**src/rtl/adc_sequencer.sv**
```systemverilog
// rtl/adc_sequencer.sv - ADC controller sequencer: paced triggering, sample capture, timeout/error recovery.
module adc_sequencer #(
   parameter int PERIOD     = 200,
   parameter int TIMEOUT    = 400,
   parameter int RST_CYCLES = 4,
   parameter int SETTLE     = 64,
   parameter int MAX_RETRY  = 3
) (
   input  logic        clk,
   input  logic        reset,
   input  logic        run,
   input  logic [15:0] burst_len,
   output logic        adc_start,
   output logic        adc_reset,
   input  logic        adc_data_enable,
   input  logic        adc_is_error,
   input  logic [15:0] adc_data,
   output logic        sample_valid,
   input  logic        sample_ready,
   output logic [15:0] sample_data,
   output logic        sample_last,
   output logic        busy,
   output logic        fault,
   output logic        overflow,
   output logic [7:0]  error_count
);

   typedef enum logic [3:0] {
      INIT_RST,
      INIT_WAIT,
      IDLE,
      TRIGGER,
      WAIT_DATA,
      WAIT_DONE,
      WAIT_PERIOD,
      REC_RST,
      REC_WAIT,
      FAULT
   } state_t;

   localparam logic [15:0] PERIOD_LAST  = 16'(PERIOD - 1);
   localparam logic [15:0] TIMEOUT_LAST = 16'(TIMEOUT - 1);
   localparam logic [15:0] RST_LAST     = 16'(RST_CYCLES - 1);
   localparam logic [15:0] SETTLE_LAST  = 16'(SETTLE - 1);
   localparam logic [7:0]  RETRY_MAX    = 8'(MAX_RETRY);

   state_t      state, state_nx;
   logic [15:0] timer, timer_nx;
   logic [15:0] period_cnt;
   logic [15:0] burst_lat;
   logic [15:0] sample_cnt;
   logic [15:0] sample_cnt_inc;
   logic [7:0]  retry_cnt;
   logic        de_prev;

   logic period_expired;
   logic de_rise;
   logic burst_done;
   logic err_watch;
   logic start_burst;
   logic capture;
   logic recover;
   logic clear_retry;

   assign period_expired = (period_cnt == PERIOD_LAST);
   assign de_rise        = adc_data_enable & ~de_prev;
   assign sample_cnt_inc = sample_cnt + 16'd1;
   assign burst_done     = (burst_lat != 16'd0) && (sample_cnt == burst_lat);
   assign err_watch      = (state == IDLE) || (state == TRIGGER) || (state == WAIT_DATA) ||
                           (state == WAIT_DONE) || (state == WAIT_PERIOD);

   assign adc_start = (state == TRIGGER);
   assign adc_reset = (state == INIT_RST) || (state == REC_RST);
   assign busy      = (state != IDLE) && (state != FAULT);
   assign fault     = (state == FAULT);

   always_comb begin
      state_nx    = state;
      start_burst = 1'b0;
      capture     = 1'b0;
      recover     = 1'b0;
      clear_retry = 1'b0;
      case (state)
         INIT_RST:    if (timer == RST_LAST) state_nx = INIT_WAIT;
         INIT_WAIT:   if (timer == SETTLE_LAST) state_nx = IDLE;
         IDLE: begin
            if (run && period_expired) begin
               start_burst = 1'b1;
               state_nx    = TRIGGER;
            end
         end
         TRIGGER:     state_nx = WAIT_DATA;
         WAIT_DATA: begin
            if (de_rise) begin
               capture  = 1'b1;
               state_nx = WAIT_DONE;
            end else if (timer == TIMEOUT_LAST) begin
               recover  = 1'b1;
               state_nx = REC_RST;
            end
         end
         WAIT_DONE:   if (!adc_data_enable) state_nx = WAIT_PERIOD;
         WAIT_PERIOD: begin
            if (period_expired) state_nx = (!run || burst_done) ? IDLE : TRIGGER;
         end
         REC_RST:     if (timer == RST_LAST) state_nx = REC_WAIT;
         REC_WAIT: begin
            if (timer == SETTLE_LAST) begin
               if (retry_cnt > RETRY_MAX)      state_nx = FAULT;
               else if (run && !burst_done)    state_nx = TRIGGER;
               else                            state_nx = IDLE;
            end
         end
         FAULT: begin
            if (!run) begin
               clear_retry = 1'b1;
               state_nx    = IDLE;
            end
         end
         default:     state_nx = INIT_RST;
      endcase
      // A controller error overrides any progress made in the same cycle.
      if (err_watch && adc_is_error) begin
         state_nx    = REC_RST;
         recover     = 1'b1;
         capture     = 1'b0;
         start_burst = 1'b0;
      end
   end

   // WAIT_DATA starts at 1 so the timer there counts cycles since adc_start.
   always_comb begin
      timer_nx = timer + 16'd1;
      if (state_nx != state) timer_nx = (state_nx == WAIT_DATA) ? 16'd1 : 16'd0;
   end

   always_ff @(posedge clk or negedge reset) begin
      if (!reset) begin
         state        <= INIT_RST;
         timer        <= 16'd0;
         period_cnt   <= PERIOD_LAST;
         burst_lat    <= 16'd0;
         sample_cnt   <= 16'd0;
         retry_cnt    <= 8'd0;
         de_prev      <= 1'b0;
         sample_valid <= 1'b0;
         sample_data  <= 16'd0;
         sample_last  <= 1'b0;
         overflow     <= 1'b0;
         error_count  <= 8'd0;
      end else begin
         state   <= state_nx;
         timer   <= timer_nx;
         de_prev <= adc_data_enable;

         if (state_nx == TRIGGER)  period_cnt <= 16'd0;
         else if (!period_expired) period_cnt <= period_cnt + 16'd1;

         if (start_burst) begin
            burst_lat  <= burst_len;
            sample_cnt <= 16'd0;
            retry_cnt  <= 8'd0;
         end
         if (capture) begin
            sample_cnt <= sample_cnt_inc;
            retry_cnt  <= 8'd0;
         end
         if (recover) begin
            if (retry_cnt != 8'hff)   retry_cnt   <= retry_cnt + 8'd1;
            if (error_count != 8'hff) error_count <= error_count + 8'd1;
         end
         if (clear_retry) retry_cnt <= 8'd0;

         if (capture && (!sample_valid || sample_ready)) begin
            sample_valid <= 1'b1;
            sample_data  <= adc_data;
            sample_last  <= (burst_lat != 16'd0) && (sample_cnt_inc == burst_lat);
         end else begin
            if (sample_ready) sample_valid <= 1'b0;
            if (capture)      overflow     <= 1'b1;
         end
      end
   end

endmodule

```
**config.mk**
```make
export PLATFORM = sky130hd
export DESIGN_NAME = adc_sequencer
export DESIGN_NICKNAME = d
export VERILOG_FILES = /design/src/rtl/adc_sequencer.sv
export SDC_FILE = /design/constraint.sdc
export NUM_CORES = 1
export LEC_CHECK = 0
export CAP_MARGIN = 20
export CORE_MARGIN = 4
export CORE_UTILIZATION = 51
export CTS_CLUSTER_DIAMETER = 60
export DETAILED_ROUTE_END_ITERATION = 7
export GPL_ROUTABILITY_DRIVEN = 0
export PLACE_DENSITY_LB_ADDON = 0.12
export RECOVER_POWER = 25
export SETUP_SLACK_MARGIN = 0.05
export SYNTH_ARGS = -nofsm -noshare
export SYNTH_HDL_FRONTEND = slang
export SYNTH_SLANG_ARGS = --single-unit
```
**constraint.sdc**
```tcl
create_clock -name clk -period 2.78 [get_ports clk]
set_clock_uncertainty 0.2 [all_clocks]
set_input_delay 0.417 -clock clk [delete_from_list [all_inputs] [get_ports clk]]
set_output_delay 0.417 -clock clk [all_outputs]
set_load 0.02 [all_outputs]
```
==> results of run 1 <==
## synthesized netlist by cell type (5+ instances only)
cell type  count
a21oi_1       22
and2_1         6
and3_1        16
clkbuf_1      21
dfrtp_1       99
dfstp_2        5
ha_1           5
inv_1          7
mux2_2        17
nand2_1      101
nand2b_1       6
nand3_1       34
nand3b_1       5
nand4_1       16
nor2_1        68
nor2b_1        7
nor3_1        15
nor4_1        13
nor4b_1        5
o21ai_0       27
o31ai_1        6
or3_1          5
xnor2_1       22
xor2_1        43
## report_power, final
group          internal [mW]  leakage, nW  switching [mW]
registers               1.53         1.36          0.0128
logic                 0.0903         1.81          0.0781
clock network          0.795        0.149           0.589
total                   2.42         3.32           0.680
## final cells by class
class | instances | share of cell area
Inverter | 7 | 0.00357
Tap cell | 140 | 0.0238
Clock inverter | 6 | 0.0126
Multi-Input combinational cell | 493 | 0.422
Clock buffer | 10 | 0.0311
Sequential cell | 104 | 0.355
Timing Repair Buffer | 122 | 0.153
## final timing paths
check                                               start                         end  cells after the start
worst max-delay path                   timer[1]$_DFF_PN0_          timer[0]$_DFF_PN0_                      8
worst min-delay path            period_cnt[1]$_DFFE_PN1P_   period_cnt[1]$_DFFE_PN1P_                      2
worst max register to register         timer[1]$_DFF_PN0_          timer[0]$_DFF_PN0_                      8
worst min register to register  period_cnt[1]$_DFFE_PN1P_   period_cnt[1]$_DFFE_PN1P_                      2
max in group asynchronous                           reset         timer[15]$_DFF_PN0_                      3
min in group asynchronous                           reset  sample_data[0]$_DFFE_PN0P_                      2
## worst max-delay path, delay by kind of cell, from the launching register on
| family | cells | cell delay [ns] |
|---|---|---|
| and+or+nand+nor | 5 | 1.74 |
| adders and majority gates | 1 | 0.20 |
| DFF | 1 | 0.37 |
| AOI/OAI and AO/OA | 2 | 0.18 |
## layer usage
layer,vias to the layer above,global-route usage
li1,2425,-
met1,2405,0.281
met3,33,0.0486
met2,155,0.381
met5,-,0
met4,0,0.0879
## flip-flops by register name, summed over array words and instances, names as in the netlist
register,flops
sample_data,16
error_count,8
burst_lat,16
de_prev,1
sample_cnt,16
retry_cnt,8
state,4
timer,16
period_cnt,16
overflow,1
sample_valid,1
sample_last,1
## cell families after synthesis
logic type,after synthesis,share of synthesized area
multiplexers,19,0.0366
flip-flops,104,0.452
AND/OR/NAND/NOR,322,0.285
AO/OA/AOI/OAI,81,0.0869
XOR/XNOR,66,0.101
buffers and inverters,35,0.0273
adder cells (fa/ha/maj),5,0.0108
## metrics by stage
| step | hold WS [ns] | cell area, sq um |
|---|---|---|
| finish | 0.290 | 7360 |
| global route | 0.317 | 7360 |
| CTS | 0.293 | 7320 |
| detailed placement | 0.274 | 6940 |
| global placement | 0.263 | 6940 |
| floorplan | -0.0786 | 5790 |
## timing repair
item / 4_1_cts / 5_1_grt
buffers inserted: 3 / 0
cloned: 0 / 0
endpoints found under the setup margin: 15 / 36
hold endpoints to repair: 44 / 0
pin swaps: 1 / 4
gates resized for setup: 5 / 14
hold buffers: 1 / 0
==> qor.yml, run 1 <==
critical_path:
  r2r_setup_slack_ns: 0.02
  critPathMaxFanout: 4
  startpoint_type: "flop"
  cp_data_arrival_time_ns: 2.84
  max_stage_delay_ns: 0.47
  cpMaxStageDelayCell: "or4_1"
  crit_chain: "ha_2 > nor3b_4 > and4_4 > o22ai_2 > or3_1 > or3_4 > or4_1 > o21ai_1"
  cp-end-kind: "flop"
  critPathKind: "reg -> reg"
  crit_required_ns: 2.86
drt:
  drt-pass1-iter-count: 5
  wl_mm: 14.3
  top_layer: "met4"
  vias: 5018
  dr_wl_met3_microns: 744
  drc: 0
  met2_length_mm: 7.10
  wl_per_cell_microns: 16.2
  drt_first_iter_violations: 374
  postRouteAntennaNets: 0
  post_drt_via_cell_ratio: 5.69
  wirelength_met1_mm: 6.12
global_routing:
  grt_max_degree: 53
  overflow: 0
  antenna_found_initial: 0
  track_usage: 0.225
  grt_pass1_wl_mm: 23.6
  grt_pass1_vias: 4893
die:
  core_area_sq_mm: 0.0109
  die-area_sq_mm: 0.0131
  ios: 69
  die_w_microns: 114
  start_util: 0.528
  rows: 38
  die_height_microns: 114
cells_and_area:
  n_fill_cell: 897
  drive_gt1_frac: 0.164
  fin_cells: 882
  final_common_cell: "nand2_1"
  layout.cells.most_common_list: "nand2_1 (101), dfrtp_1 (99), nor2_1 (67)"
  syn_to_final_growth_pct: 27.5
  final_core_util: 0.673
  multi_input_area_sq_mm: 0.00310
  diodes: 0
  final_nets: 780
  seqCellArea_sq_mm: 0.00261
timing:
  fin_crit_sh: 0.992
  final_max_slew_viol_count: 0
  finalWorstSetupSlack_ns: 0.0220
  setup_viol: 0
  hold_viol_final: 0
  max_clock_freq_ghz: 0.363
  finalSetupTns_ns: 0
  rsz0062_at_grt: "yes"
  worst_slew_pin_slew_ns: 1.28
  slew_headroom: 0.146
  post-route-min-period_ns: 2.76
logic_synthesis:
  syn_avg_cell_area_sq_um: 9.13
  yosys.area.top_type_share: 0.429
  ys_types: 59
  syn-num-nets: 675
  yosysTopAreaCell: "dfrtp_1"
  synth_area_sq_mm: 0.00577
  yosysWarningCount: 0
  netlist_top_cells_area: "dfrtp_1 (43%), nand2_1 (6.6%), xor2_1 (6.5%), nor2_1 (4.4%), xnor2_1 (3.3%)"
  synth_seq_cells: 104
  netlist_instances: 632
  postSynth.asyncResetShare: 1.00
  synth_edf_count: 0
  synthFlopType: "dfrtp_1"
  ys_seq_area_frac: 0.452
placement:
  place_ws_ns: -0.0133
  io_buffers: 68
  dp_cells: 862
  hpwl_mm: 10.5
hold_path:
  min_path_type: "reg -> reg"
power:
  ir_drop_uv: 483
  p_total_mw: 3.10
  power_density_mw_per_mm2: 421
  p_leak_nw: 3.32
cts:
  clk_latency_ns: 0.35
  numClockSinks: 104
  clockBufferDepth: 2
  cts_buffers: 9
  cts_tree: "done"
  cts.clk_slew.worst_paths_ns: 0.07
  cts_root_buf: "clkbuf_16"
  htreeDepth: 3
run:
  cap_viol_max_count: 0
status:
  status: "finished, final reports clean"
No activity file was read; power rests on OpenSTA's default activity.
==> run 2: changes to the inputs <==
--- a/config.mk
+++ b/config.mk
@@ -7,9 +7,10 @@
 export LEC_CHECK = 0
 export CAP_MARGIN = 20
 export CORE_MARGIN = 4
-export CORE_UTILIZATION = 51
+export CORE_UTILIZATION = 58
 export CTS_CLUSTER_DIAMETER = 60
 export DETAILED_ROUTE_END_ITERATION = 7
+export DONT_BUFFER_PORTS = 1
 export GPL_ROUTABILITY_DRIVEN = 0
 export PLACE_DENSITY_LB_ADDON = 0.12
 export RECOVER_POWER = 25
==> constraint.sdc (replaced) <==
create_clock -name clk -period 2.78 [get_ports clk]
set_clock_uncertainty 0.2 [all_clocks]
set_input_delay 0.417 -clock clk [delete_from_list [all_inputs] [get_ports clk]]
set_output_delay 0.417 -clock clk [all_outputs]
set_load 0.1 [all_outputs]
==> run 2 against run 1 <==
The run now ends with hold timing left. Largest cell class unchanged. Maximum frequency grew 1.0%. Sequential share of layout area up 1.8 points. Via count fell by 3.1%. Core utilization is 4.8 points higher. Clock power shrank 28%. Combinational power decreased by 51%. Routed wire length down 0.96%. Critical endpoint is now timer[4]$_DFF_PN0_. Clock-buffer cell count fell by 1. Non-clock buffer count down 31. Sequential power is 6% higher. Critical path depth up 2. Largest power group unchanged.
==> qor.yml, run 2 (synthesis results as in run 1) <==
critical_path:
  crit_required_ns: 2.90
  cp_data_arrival_time_ns: 2.85
  cp-end-kind: "flop"
  ff2ff_path_depth: 10
  critPathMaxFanout: 8
  startpoint_type: "flop"
  critPathKind: "reg -> reg"
placement:
  io_buffers: 0
  hpwl_mm: 9.46
status:
  violations: "hold timing"
  status: "finished, violations left"
cts:
  hold_buffers: 33
  cts_root_buf: "clkbuf_8"
  clk_latency_ns: 0.39
  htreeDepth: 3
  clockBufferDepth: 2
  numClockSinks: 104
  cts.clk_slew.worst_paths_ns: 0.10
  cts_buffers: 9
  cts_tree: "done"
die:
  ios: 69
  die_height_microns: 108
  start_util: 0.593
  rows: 36
  die_w_microns: 108
  die-area_sq_mm: 0.0116
  core_area_sq_mm: 0.00973
global_routing:
  grt_max_degree: 105
  grt_pass1_vias: 4800
  antenna_found_initial: 0
  grt_pass1_wl_mm: 22.8
  track_usage: 0.247
  overflow: 0
timing:
  post-route-min-period_ns: 2.73
  max_clock_freq_ghz: 0.366
  fin_crit_sh: 0.982
  finalSetupTns_ns: 0
  rsz0062_at_grt: "yes"
  holdWs_ns: -0.494
  final_max_slew_viol_count: 0
  slew_headroom: 0.382
  setup_viol: 0
  worst_slew_pin_slew_ns: 0.928
  hold_viol_final: 104
drt:
  post_drt_via_cell_ratio: 5.76
  vias: 4864
  drc: 0
  wl_per_cell_microns: 16.8
  drt-pass1-iter-count: 4
  postRouteAntennaNets: 0
  drt_first_iter_violations: 281
  wl_mm: 14.2
power:
  p_leak_nw: 3.14
  p_total_mw: 2.71
  ir_drop_uv: 379
  power_density_mw_per_mm2: 386
cells_and_area:
  final_common_cell: "nand2_1"
  syn_to_final_growth_pct: 21.5
  drive_gt1_frac: 0.211
  final_nets: 749
  diodes: 0
  layout.cells.most_common_list: "nand2_1 (101), dfrtp_1 (97), buf_4 (56)"
hold_path:
  min_path_type: "in -> async"
run:
  cap_viol_max_count: 0
## run 2: cell types whose count changed in the layout (fill, tap and decap cells not counted), moves of 3 or more
cell and delta:
dlygate4sd3_1 +31, nor2_4 +5, buf_12 -3, clkdlybuf4s50_1 -65, nor2_1 -12, nor2_2 +7
buf_4 +7, clkbuf_16 -8, clkbuf_8 +9
## run 2: cell type report
class,instances,area [sq um]
well taps,133,166
flip-flops and latches,104,2610
clock inverters,7,83.8
inverters,7,26.3
repair buffers,91,791
multi-input cells,493,3210
clock buffers,9,124
fillers,733,2720
## run 2: layer usage
layer | GRT usage | part of all wire | up-vias
met4 | 0.0911 | 0.021 | 0
met1 | 0.329 | 0.45 | 2327
met5 | 0 | 0 | -
met3 | 0.0546 | 0.066 | 27
li1 | - | - | 2358
met2 | 0.396 | 0.47 | 152
## run 2: what timing repair did
action / CTS / global route
buffers inserted: 0 / 1
hold endpoints to repair: 137 / 104
gates resized for setup: 6 / 41
gates cloned: 0 / 1
pin swaps: 0 / 4
endpoints found under the setup margin: 20 / 45
## run 2: stage by stage
step,worst slack [ns],cells,cell area [sq um],util
2_1_floorplan,-0.289,632,5820,-
3_3_place_gp,0.0564,793,6260,0.644
3_5_place_dp,-0.0187,793,6260,0.644
4_1_cts,0.0655,842,6830,0.702
5_1_grt,-0.0500,844,7010,0.721
6_report,0.0502,844,7010,0.721
## run 2: final timing paths
check / start / to / slack (ns)
max: timer[1]$_DFF_PN0_ / timer[4]$_DFF_PN0_ / 0.05
min: reset / burst_lat[4]$_DFFE_PN0P_ / -0.49
max reg2reg: timer[1]$_DFF_PN0_ / timer[4]$_DFF_PN0_ / 0.05
min reg2reg: period_cnt[1]$_DFFE_PN1P_ / period_cnt[1]$_DFFE_PN1P_ / 0.29
max in group asynchronous: reset / period_cnt[1]$_DFFE_PN1P_ / 2.64
min in group clk: sample_ready / sample_valid$_DFFE_PN0P_ / 0.14
## run 2: where the power goes
part,switching [mW],internal [mW]
logic,0.0285,0.0533
registers,0.106,1.53
clock network,0.561,0.433
total,0.695,2.01
## run 2: worst max-delay path, stage by stage, from the launching register on
cell     delay [ns]
dfrtp_1        0.37
ha_2           0.19
nor3b_4        0.27
and4_4         0.27
o22ai_2        0.08
buf_4          0.15
or4_4          0.52
o21ai_4        0.18
nand4_4        0.14
buf_8          0.20
nor2_1         0.10
==> RTL edit 1: new RTL, settings of run 2 <==
The 10 states of `state_t` get a one-hot encoding in 10 bits.
--- a/src/rtl/adc_sequencer.sv
+++ b/src/rtl/adc_sequencer.sv
@@ -25,17 +25,17 @@
    output logic [7:0]  error_count
 );
 
-   typedef enum logic [3:0] {
-      INIT_RST,
-      INIT_WAIT,
-      IDLE,
-      TRIGGER,
-      WAIT_DATA,
-      WAIT_DONE,
-      WAIT_PERIOD,
-      REC_RST,
-      REC_WAIT,
-      FAULT
+   typedef enum logic [9:0] {
+      INIT_RST    = 10'b0000000001,
+      INIT_WAIT   = 10'b0000000010,
+      IDLE        = 10'b0000000100,
+      TRIGGER     = 10'b0000001000,
+      WAIT_DATA   = 10'b0000010000,
+      WAIT_DONE   = 10'b0000100000,
+      WAIT_PERIOD = 10'b0001000000,
+      REC_RST     = 10'b0010000000,
+      REC_WAIT    = 10'b0100000000,
+      FAULT       = 10'b1000000000
    } state_t;
 
    localparam logic [15:0] PERIOD_LAST  = 16'(PERIOD - 1);
Formal check against the unedited RTL: same outputs for any inputs over 10 cycles, from zero or initial values and one cycle with reset low; not proved beyond that.
==> RTL edit 1 against run 2 <==
The run ends with hold timing, setup timing left; final area grew 25%; area after synthesis rose by 7.5%; sequential cell count up 6; sequential share of layout area decreased by 5.7 points; non-clock buffer count up 104; routed wire length grew 42%; power increased by 1.4%; via count is 22% higher; setup slack lost 270 ps; largest cell class unchanged.
==> RTL edit 1: results (changes against run 2) <==
| Metric | Value |
|---|---|
| Status | `finished, violations left (unchanged)` |
| Failing checks | `hold timing, setup timing (was hold timing)` |
| Setup_tns | `-9391 ps (was 0 ps)` |
| Pin count of the biggest net entering global routing | `111 (was 105)` |
| Synth cell count leaders | `dfrtp_1 (104), nor2_1 (58), nand2_1 (44), xnor2_1 (42), mux2_2 (34) (was nand2_1 (101), dfrtp_1 (99), nor2_1 (68), xor2_1 (43), nand3_1 (34))` |
| Fin Hold WS | `-515.0 ps (was -493.9 ps)` |
| GR Util met1 | `34.62% (was 32.90%)` |
| # clk buffers | `13 (was 9)` |
| GR Util met2 | `48.41% (was 39.61%)` |
| Placed Cells | `837 (was 793)` |
| Mapped Nets | `648 (was 675)` |
| Non-clock buffer share of cell area | `20.43% (was 11.28%)` |
| Clock buf/inv share | `2.591% (was 2.962%)` |
| Final setup viols | `74 (was 0)` |
| Share of the synthesized area in the top cell type | `41.97% (was 42.93%)` |
| Wire length per cell | `21.60 µm (was 16.81 µm)` |
| Met1 WL | `7526 µm (was 6333 µm)` |
| Non-clock inverters | `12 (was 7)` |
| CTS Hold Bufs | `34 (was 33)` |
| Post-synthesis sequential area ratio | `44.51% (was 45.21%)` |
| Switching Share | `21.53% (was 25.66%)` |
| Synth area leaders | `dfrtp_1 (42%), mux2_2 (6.2%), xnor2_1 (5.9%) (was dfrtp_1 (43%), nand2_1 (6.6%), xor2_1 (6.5%))` |
| Total global-route track usage | `28.00% (was 24.70%)` |
| Number of non-clock buffers | `195 (was 91)` |
| Routed via count | `5916 (was 4864)` |
| DRT iter0 DRCs | `578 (was 281)` |
| Leakage | `0.003932 µW (was 0.003143 µW)` |
| Syn avg cell area | `10.25 µm² (was 9.131 µm²)` |
| Max_slew headroom | `34.19% (was 38.15%)` |
| Clock latency on the worst-skew pair | `410 ps (was 390 ps)` |
| 1st-pass router iterations | `5 (was 4)` |
| Die area | `12410 µm² (was 11610 µm²)` |
| Fill cells | `530 (was 733)` |
| Fraction of registers with async set/reset | `100.0% (unchanged)` |
| Post-Route WL | `20180 µm (was 14190 µm)` |
| Final Hold Vio Count | `110 (was 104)` |
| Pre-CTS setup slack | `-110.0 ps (was -18.66 ps)` |
| CP Max Fanout | `7 (was 8)` |
| Multi-input gate count | `465 (was 493)` |
| Multi-input logic area | `3784 µm² (was 3211 µm²)` |
| Met2 WL post-DR | `10220 µm (was 6619 µm)` |
| Synth unique cells | `69 (was 59)` |
| Final Instance Area | `8790 µm² (was 7013 µm²)` |
| Number of synthesized register bits | `110 (was 104)` |
| Worst Path Arrival | `3100 ps (was 2850 ps)` |
| Setup ws final | `-218.2 ps (was 50.24 ps)` |
| First-pass GRT wire length | `28240 µm (was 22850 µm)` |
| Vias in the first global route | `5713 (was 4800)` |
RTL edit 1: cells by family (layout without fill, tap and decap cells):
logic type / count (synthesis) / count (layout) / share of synthesized area (%)
AND/OR/NAND/NOR: 272 / 272 / 26.19
flip-flops: 110 / 110 / 44.51
AO/OA/AOI/OAI: 78 / 79 / 8.697
XOR/XNOR: 74 / 74 / 10.57
multiplexers: 35 / 35 / 6.336
buffers and inverters: 31 / 223 / 2.683
adder cells (fa/ha/maj): 5 / 5 / 1.009
RTL edit 1: worst max-delay path: stages, from the launching register on:
cell       delay [ps]
dfrtp_1           390
or4_4             550
nor4_4            420
nand2_1           160
a2111o_1          470
a31o_2            280
o311ai_4          130
clkbuf_16         250
nor3_2             40
RTL edit 1: final timing paths:
| path | startpoint | to | slack (ps) | cells past startpoint |
|---|---|---|---|---|
| min in group clk | sample_ready | overflow | 120 | 2 |
| max in group asynchronous | reset | state[0] | 2650 | 0 |
| worst max register to register | period_cnt[11] | timer[6] | -220 | 8 |
| worst min register to register | sample_cnt[15] | sample_cnt[15] | 340 | 1 |
| worst max-delay path | period_cnt[11] | timer[6] | -220 | 8 |
| worst min-delay path | reset | sample_cnt[6] | -520 | 0 |
RTL edit 1: power by group through the flow:
stage	Combinational, µW	Clock [µW]	Sequential (µW)
2_1_floorplan	3.45	0	1630
3_3_place_gp	3.11	0	1630
3_5_place_dp	3.08	0	1630
4_1_cts	41.9	1090	1600
5_1_grt	46.7	1180	1600
6_report	44.0	1100	1600
RTL edit 1: repair_timing:
item / in CTS / in global routing
cloned: 2 / 4
endpoints found under the setup margin: 57 / 93
pin swaps: 6 / 44
gates resized for setup: 32 / 109
hold endpoints to repair: 144 / 110
buffers inserted: 17 / 26
==> RTL edit 2: new RTL, settings of run 2 <==
Without the edit above. Set the parameter `PERIOD` to 100 (it was 200).
--- a/src/rtl/adc_sequencer.sv
+++ b/src/rtl/adc_sequencer.sv
@@ -1,6 +1,6 @@
 // rtl/adc_sequencer.sv - ADC controller sequencer: paced triggering, sample capture, timeout/error recovery.
 module adc_sequencer #(
-   parameter int PERIOD     = 200,
+   parameter int PERIOD     = 100,
    parameter int TIMEOUT    = 400,
    parameter int RST_CYCLES = 4,
    parameter int SETTLE     = 64,
Check against the original RTL: no difference found for any inputs over 10 cycles, from zero or initial values and one cycle with reset low; that may be too few to reach the edited logic, so the function may still have changed.
==> RTL edit 2 against run 2 <==
The run still ends with hold timing left; die area grew 0.30%; setup slack gained 25 ps; sequential cell count is the same; final area shrank 2.6%; area after synthesis grew 0.33%; critical path depth shrank 3; routed wire length shrank 3.2%; fmax grew 0.91%.
Power is not compared: it rests on default switching activity, and its combinational part moved more than twofold at a synthesized area within 25%.
==> RTL edit 2: results (changes against run 2) <==
| Metric | Value |
|---|---|
| Status | `finished, violations left (unchanged)` |
| Failing checks | `hold timing (unchanged)` |
| Fraction of registers with async set/reset | `100.0% (unchanged)` |
| Synth unique cells | `67 (was 59)` |
| Nets | `711 (was 749)` |
| CP Max Fanout | `16 (was 8)` |
| Pre-CTS setup slack | `35.71 ps (was -18.66 ps)` |
| Post-synthesis sequential area ratio | `45.04% (was 45.21%)` |
| Synth area leaders | `dfrtp_1 (43%), nand2_1 (6.2%), xor2_1 (5.1%) (was dfrtp_1 (43%), nand2_1 (6.6%), xor2_1 (6.5%))` |
| CTS Hold Bufs | `34 (was 33)` |
| Fin Hold WS | `-490.3 ps (was -493.9 ps)` |
| Reg-to-reg slack, setup | `70 ps (was 50 ps)` |
| 1st-pass router iterations | `5 (was 4)` |
| Dpl hpwl | `9215 µm (was 9458 µm)` |
| Layout cell share with drive strength beyond 1 | `17.83% (was 21.10%)` |
| First-pass GRT wire length | `22300 µm (was 22850 µm)` |
| Total global-route track usage | `24.17% (was 24.70%)` |
| Worst Path Arrival | `2770 ps (was 2850 ps)` |
| Leakage | `0.003000 µW` |
| Wire length per cell | `17.04 µm (was 16.81 µm)` |
| HP Class | `in2async (unchanged)` |
| DRT iter0 DRCs | `336 (was 281)` |
| Max_slew headroom | `38.17% (was 38.15%)` |
| Mapped Nets | `649 (was 675)` |
| Synth cell count leaders | `dfrtp_1 (100), nand2_1 (95), nor2_1 (49), nand3_1 (35), xor2_1 (34) (was nand2_1 (101), dfrtp_1 (99), nor2_1 (68), xor2_1 (43), nand3_1 (34))` |
| Vias in the first global route | `4670 (was 4800)` |
| Final Hold Vio Count | `104 (unchanged)` |
| Routed vias/inst | `5.891 (was 5.763)` |
==> RTL edit 2: cell count changes in the layout (fill, tap and decap cells not counted), sizes merged, moves of 4 or more <==
cell           run 2  this run
nor3              16        22
nand2b             7         3
buf               57        42
nor2              68        49
and3              16        20
xor2              43        34
nand2            101        95
nor4b              5         1
nor2b              7        11
xnor2             23        30
a21oi             22        14
==> RTL edit 2: layer usage <==
layer | up-vias | global-route usage (%) | routed length (µm)
met2 | 131 | 41.43 | 7111
met4 | 0 | 9.558 | 336
li1 | 2262 | - | -
met3 | 30 | 4.859 | 578
met5 | - | 0 | 0
met1 | 2325 | 30.00 | 5704
==> RTL edit 2: worst max-delay path: stages (launching register included) <==
cell,delay (ps)
dfrtp_1,480
nor4_2,400
nand4_1,200
a211oi_1,340
or4b_1,540
nand4_2,170
buf_12,170
o31ai_2,80
==> RTL edit 2: per-stage QoR <==
step / setup TNS [ps] / std cells / hold slack (ps) / area, µm²
floorplan: 0 / 606 / -78.59 / 5797
global placement: 0 / 750 / -75.15 / 6125
detailed placement: 0 / 750 / -74.92 / 6125
CTS: 0 / 802 / -507.5 / 6739
global route: -118.7 / 806 / -508.0 / 6833
finish: 0 / 806 / -490.3 / 6833
==> RTL edit 2: area by class of cell <==
type | instances | area, µm²
fillers | 757 | 2897
flip-flops and latches | 104 | 2609
repair buffers | 76 | 693.2
inverters | 9 | 33.78
well taps | 133 | 166.4
multi-input cells | 468 | 3084
clock buffers | 11 | 141.4
clock inverters | 5 | 105.1
==> RTL edit 2: timing repair <==
item,CTS,global route
endpoints found under the setup margin,16,46
pin swaps,1,4
setup buffers,2,4
cloned,0,0
resized for setup,0,12
hold endpoints to repair,138,104
==> RTL edit 2: final timing paths <==
check / startpoint / end / cells past startpoint
hold / removal: reset / sample_cnt[7] / 0
hold reg to reg: period_cnt[1] / period_cnt[1] / 2
setup reg to reg: timer[2] / timer[0] / 7
setup / recovery: timer[2] / timer[0] / 7
min in group clk: sample_ready / sample_valid / 2
max in group asynchronous: reset / period_cnt[1] / 0
==> RTL edit 2: cell families after synthesis <==
kind of cell    synth area share (%)
compound gates                 10.11
buf+inv                        2.896
fa+ha+maj                      1.081
flops                          45.04
simple gates                   27.32
xor+xnor                       9.682
mux                            3.869
==> RTL edit 2: power breakdown <==
part	internal (µW)	switching [µW]	total, µW
sequential	1820	1210	3030
combinational	949	1530	2480
clock	622	513	1140
total	3390	3250	6640
